**src/rtl/mux_rr_arbiter_pkg.sv**
```systemverilog
`default_nettype none
// ============================================================================
// Module   : mux_rr_arbiter_pkg
// Brief    : Shared constants and FSM state encoding for the round-robin
//            arbiter that fronts the 8:1 single-bit data multiplexer.
// Revision : 1.0 - initial release
// ============================================================================
package mux_rr_arbiter_pkg;

    // Requester count is tied to the 8:1 mux this arbiter drives
    localparam int NREQ = 8;
    localparam int SELW = $clog2(NREQ);

    // Arbiter states: no owner, or one owner holding the mux
    typedef enum logic [0:0] {
        ST_IDLE  = 1'b0,
        ST_GRANT = 1'b1
    } arb_state_e;

endpackage : mux_rr_arbiter_pkg
`default_nettype wire

```
**src/rtl/mux_rr_arbiter_rr_pick.sv**
```systemverilog
`default_nettype none
// ============================================================================
// Module   : rr_pick
// Brief    : Combinational round-robin picker. Scans requests starting at
//            ptr_i and wrapping modulo NREQ; returns the first requester as
//            both a binary index and a one-hot vector.
// Revision : 1.0 - initial release
// ============================================================================
module rr_pick
    import mux_rr_arbiter_pkg::*;
(
    input  logic [NREQ-1:0] req_i,
    input  logic [SELW-1:0] ptr_i,
    output logic            found_o,
    output logic [SELW-1:0] idx_o,
    output logic [NREQ-1:0] onehot_o
);

    logic [SELW-1:0] w_cand;

    // Walk offsets from farthest to nearest so the nearest hit to ptr_i wins
    always_comb begin
        found_o  = 1'b0;
        idx_o    = '0;
        onehot_o = '0;
        w_cand   = '0;
        for (int k = NREQ - 1; k >= 0; k--) begin
            // SELW-bit add wraps naturally from NREQ-1 back to 0
            w_cand = ptr_i + SELW'(k);
            if (req_i[w_cand]) begin
                found_o = 1'b1;
                idx_o   = w_cand;
            end
        end
        if (found_o) begin
            onehot_o = NREQ'(1) << idx_o;
        end
    end

endmodule : rr_pick
`default_nettype wire

```
**src/rtl/mux_rr_arbiter.sv**
```systemverilog
`default_nettype none
// ============================================================================
// Module   : mux_rr_arbiter
// Brief    : Round-robin arbiter sharing an 8:1 single-bit mux between 8
//            requesters. Registered one-hot grant and select, tenure capped
//            at HOLD_MAX cycles, hand-off to the next requester with no idle
//            gap, and a one-cycle pulse on every new grant.
// Revision : 1.0 - initial release
// ============================================================================
module mux_rr_arbiter
    import mux_rr_arbiter_pkg::*;
#(
    parameter int HOLD_MAX = 16
) (
    input  logic            clk,
    input  logic            rst,
    input  logic            en_i,
    input  logic [NREQ-1:0] req_i,
    output logic [NREQ-1:0] gnt_o,
    output logic [SELW-1:0] sel_o,
    output logic            gnt_valid_o,
    output logic            switch_o
);

    // Counter needs at least one bit even when a tenure is a single cycle
    localparam int              c_CNTW      = (HOLD_MAX > 1) ? $clog2(HOLD_MAX) : 1;
    localparam logic [c_CNTW-1:0] c_HOLD_LAST = c_CNTW'(HOLD_MAX - 1);

    arb_state_e        state_q,    state_d;
    logic [SELW-1:0]   ptr_q,      ptr_d;
    logic [c_CNTW-1:0] hold_cnt_q, hold_cnt_d;
    logic [NREQ-1:0]   gnt_q,      gnt_d;
    logic [SELW-1:0]   sel_q,      sel_d;
    logic              switch_q,   switch_d;

    logic              w_release;
    logic [SELW-1:0]   w_scan_ptr;
    logic              w_found;
    logic [SELW-1:0]   w_idx;
    logic [NREQ-1:0]   w_onehot;

    // Owner gives up the mux when it stops requesting or its time is up
    assign w_release = (state_q == ST_GRANT) &&
                       (!req_i[sel_q] || (hold_cnt_q == c_HOLD_LAST));

    // On release the scan must already start past the outgoing owner
    assign w_scan_ptr = w_release ? (sel_q + 1'b1) : ptr_q;

    rr_pick u_pick (
        .req_i    (req_i),
        .ptr_i    (w_scan_ptr),
        .found_o  (w_found),
        .idx_o    (w_idx),
        .onehot_o (w_onehot)
    );

    // Next-state and next-output selection for the IDLE/GRANT machine
    always_comb begin
        state_d    = state_q;
        ptr_d      = ptr_q;
        hold_cnt_d = hold_cnt_q;
        gnt_d      = gnt_q;
        sel_d      = sel_q;
        switch_d   = 1'b0;

        case (state_q)
            ST_IDLE: begin
                if (en_i && w_found) begin
                    gnt_d      = w_onehot;
                    sel_d      = w_idx;
                    hold_cnt_d = '0;
                    switch_d   = 1'b1;
                    state_d    = ST_GRANT;
                end
            end

            ST_GRANT: begin
                if (!w_release) begin
                    hold_cnt_d = hold_cnt_q + 1'b1;
                end else begin
                    ptr_d = sel_q + 1'b1;
                    // Same-edge hand-off; the outgoing owner may win again
                    if (en_i && w_found) begin
                        gnt_d      = w_onehot;
                        sel_d      = w_idx;
                        hold_cnt_d = '0;
                        switch_d   = 1'b1;
                    end else begin
                        // sel keeps the last owner so the mux input stays quiet
                        gnt_d      = '0;
                        hold_cnt_d = '0;
                        state_d    = ST_IDLE;
                    end
                end
            end

            default: begin
                gnt_d      = '0;
                hold_cnt_d = '0;
                state_d    = ST_IDLE;
            end
        endcase
    end

    // State and output registers; reset clears a live tenure immediately
    always_ff @(posedge clk or posedge rst) begin
        if (rst) begin
            state_q    <= ST_IDLE;
            ptr_q      <= '0;
            hold_cnt_q <= '0;
            gnt_q      <= '0;
            sel_q      <= '0;
            switch_q   <= 1'b0;
        end else begin
            state_q    <= state_d;
            ptr_q      <= ptr_d;
            hold_cnt_q <= hold_cnt_d;
            gnt_q      <= gnt_d;
            sel_q      <= sel_d;
            switch_q   <= switch_d;
        end
    end

    assign gnt_o       = gnt_q;
    assign sel_o       = sel_q;
    assign gnt_valid_o = |gnt_q;
    assign switch_o    = switch_q;

endmodule : mux_rr_arbiter
`default_nettype wire

```
**config.mk**
```make
export PLATFORM = sky130hd
export DESIGN_NAME = mux_rr_arbiter
export DESIGN_NICKNAME = d
export VERILOG_FILES = /design/src/rtl/mux_rr_arbiter_pkg.sv /design/src/rtl/mux_rr_arbiter_rr_pick.sv /design/src/rtl/mux_rr_arbiter.sv
export SDC_FILE = /design/constraint.sdc
export NUM_CORES = 1
export LEC_CHECK = 0
export CORE_MARGIN = 3
export CORE_UTILIZATION = 28
export DETAILED_ROUTE_END_ITERATION = 16
export SLEW_MARGIN = 40
export SYNTH_ARGS = -nofsm -noshare
export SYNTH_HDL_FRONTEND = slang
export SYNTH_SLANG_ARGS = --single-unit
```
**constraint.sdc**
```tcl
create_clock -name clk -period 5.2 [get_ports clk]
set_input_delay 0.52 -clock clk [delete_from_list [all_inputs] [get_ports clk]]
set_output_delay 0.52 -clock clk [all_outputs]
set_load 0.01 [all_outputs]
```
==> run summary <==
most common cell after layout, fill and taps aside: mux2i_1
Rel. slew slack: 0.536
Post-Syn Instances: 231
# fillers: 739
Syn. warnings: 0
Setup CP Type: primary input to flop
vias per inst: 5.47
Final Setup Violations: 0
Tcrit/Tclk final: 0.938
Resized Gates After CTS: 0
Layout area overhead: 22.0%
fraction of the yosys area taken by sequential cells: 0.239
Post-Syn Area: 2090 um2
gpl congestion: 0.876
CP startpoint kind: primary input
Final min period: 4.88 ns
most frequent cells in the layout: 29 x mux2i_1, 23 x nand2_1, 23 x clkdlybuf4s50_1, 20 x o21ai_0, 20 x dfrtp_1
layout cells sized above 1: 0.162
diode count: 0
syn nets: 246
RSZ-0062 raised after global routing: no
Routed Antenna Nets: 0
Main synth FF type: dfrtp_1
worst skew pair latency: 0.25 ns
crit path DAT: 5.07 ns
DIE HEIGHT: 92.4 um
postcts setup bufs: 0
Hold Path Class: flop to flop
Setup Skew: 0.00413 ns
Cell variety after synth: 55
max-slew violations: 0
clock sinks: 20
number of enable flip-flop cells after synthesis: 0
Crit Path Max Fanout: 7
WHS: 0.531 ns
TritonCTS Buffers: 3
Max-Cap Viols: 0
CTS Hold Bufs: 0
clk buf depth: 2
die area: 8540 um2
Fin Setup TNS: 0 ns
Pre-Repair DR Iteration Count: 4
Avg Inst Size Synth: 9.06 um2
initial antenna violation count: 0
CTS tree: done
total track usage: 0.133
Worst Max-Slew Pin Slew: 0.692 ns
status: completed
Worst-path clk slew: 0.08 ns
CP required: 5.39 ns
Residual DRC: 0
drt first-iter violations: 146
Fin. Hold Viols: 0
PortBufs: 23
Nets: 275
Finished Cell Area: 2550 um2
row count: 30
fmax: 205 MHz
clock root cell: clkbuf_8
asr flop ratio synth: 1.00
vias in the first global route: 1853
total gr overflow: 0
# IOs: 24
wire per inst: 15.9 um
Core ar.: 7020 um2
FF+latch count, synth: 20
placed inst area: 2480 um2
die width: 92.4 um
vias after detailed routing: 1942
H-tree depth: 1
initial core utilization: 0.298
Detailed Place HPWL: 4.23 mm
pin count of the biggest net entering global routing: 21
CP endpoint kind: flop
first-pass GRT wire length: 9.40 mm
routed wire length: 5.65 mm
layout make-up:
| type | count | area, um2 | area share |
|---|---|---|---|
| clock buffers | 3 | 41.3 | 0.0162 |
| clock inverters | 1 | 30.0 | 0.0118 |
| flip-flops and latches | 20 | 500 | 0.196 |
| inverters | 11 | 41.3 | 0.0162 |
| repair buffers | 36 | 328 | 0.128 |
| multi-input cells | 188 | 1490 | 0.584 |
| well taps | 96 | 120 | 0.0471 |
critical path, cell delays in order:
cell	delay, ns
clkdlybuf4s50_1	0.57
mux2i_1	0.11
mux4_2	0.52
o21ai_4	0.27
nand2_1	0.08
o21a_1	0.15
ha_1	0.47
mux2_2	0.41
o221a_2	0.27
o21ai_0	0.20
buf_4	0.17
mux2i_1	0.12
nor2b_1	0.16
or4_1	0.43
a41oi_1	0.37
a32o_1	0.24
layer usage:
layer  vias up  track usage  routed length (um)
li1        951            -                   -
met1       945        0.198                2930
met2        44        0.209                2530
met3         2       0.0122                 175
met4         0       0.0248                  20
met5         -            0                   0
sequential cells by signal, indices dropped and copies added (netlist names):
name,count
switch_o,1
state_q,1
gnt_o,8
sel_o,3
ptr_q,3
hold_cnt_q,4
worst paths after layout:
kind | from | end | slack (ns) | cells past startpoint
min reg2reg | hold_cnt_q[0]$_DFFE_PP0P_ | hold_cnt_q[0]$_DFFE_PP0P_ | 0.53 | 1
min in group asynchronous | rst | hold_cnt_q[0]$_DFFE_PP0P_ | 0.59 | 2
max | req_i[3] | gnt_o[3]$_DFFE_PP0P_ | 0.32 | 16
min | hold_cnt_q[0]$_DFFE_PP0P_ | hold_cnt_q[0]$_DFFE_PP0P_ | 0.53 | 1
max in group asynchronous | rst | switch_o$_DFF_PP0_ | 4.27 | 2
max reg2reg | sel_o[1]$_DFFE_PP0P_ | gnt_o[3]$_DFFE_PP0P_ | 0.56 | 15
kinds of logic after synthesis:
kind of cell	count (synthesis)	share of synthesized area
fa+ha+maj	4	0.0239
flops	20	0.239
mux	46	0.273
simple gates	63	0.147
compound gates	71	0.245
xor+xnor	4	0.0239
buf+inv	23	0.0478
cells in the mapped netlist (2+ instances only):
cell / n / area, um2
mux2_2: 9 / 101
nand2b_1: 5 / 31.3
clkbuf_1: 6 / 22.5
a2111oi_0: 2 / 17.5
o22ai_1: 4 / 25.0
nand2_1: 23 / 86.3
mux2i_1: 29 / 290
a41oi_1: 3 / 26.3
mux4_2: 7 / 158
buf_4: 3 / 22.5
nor3_1: 3 / 15.0
buf_2: 2 / 10.0
nor4_1: 4 / 25.0
inv_2: 2 / 7.51
o21ai_0: 20 / 100
o21a_1: 3 / 22.5
and2_1: 2 / 12.5
nor2b_1: 3 / 18.8
o221ai_1: 3 / 26.3
nor2_1: 8 / 30.0
inv_1: 9 / 33.8
ha_1: 4 / 50.1
nand3_1: 7 / 35.0
a21oi_1: 8 / 40.0
o211ai_1: 3 / 22.5
o31ai_1: 5 / 37.5
and3_1: 3 / 18.8
xnor2_2: 2 / 32.5
a32o_1: 4 / 40.0
dfrtp_1: 20 / 500
stage by stage:
| stage | std cells | setup WS (ns) | util |
|---|---|---|---|
| after CTS | 355 | 0.338 | 0.364 |
| after global placement | 351 | 0.171 | 0.353 |
| final | 355 | 0.324 | 0.364 |
| after global routing | 355 | 0.0125 | 0.364 |
| after detailed placement | 351 | 0.109 | 0.353 |
| after floorplan | 231 | 0.161 | - |
Power is not shown: default switching activity piles up to over one toggle a cycle in this logic, so the estimate is an artifact.
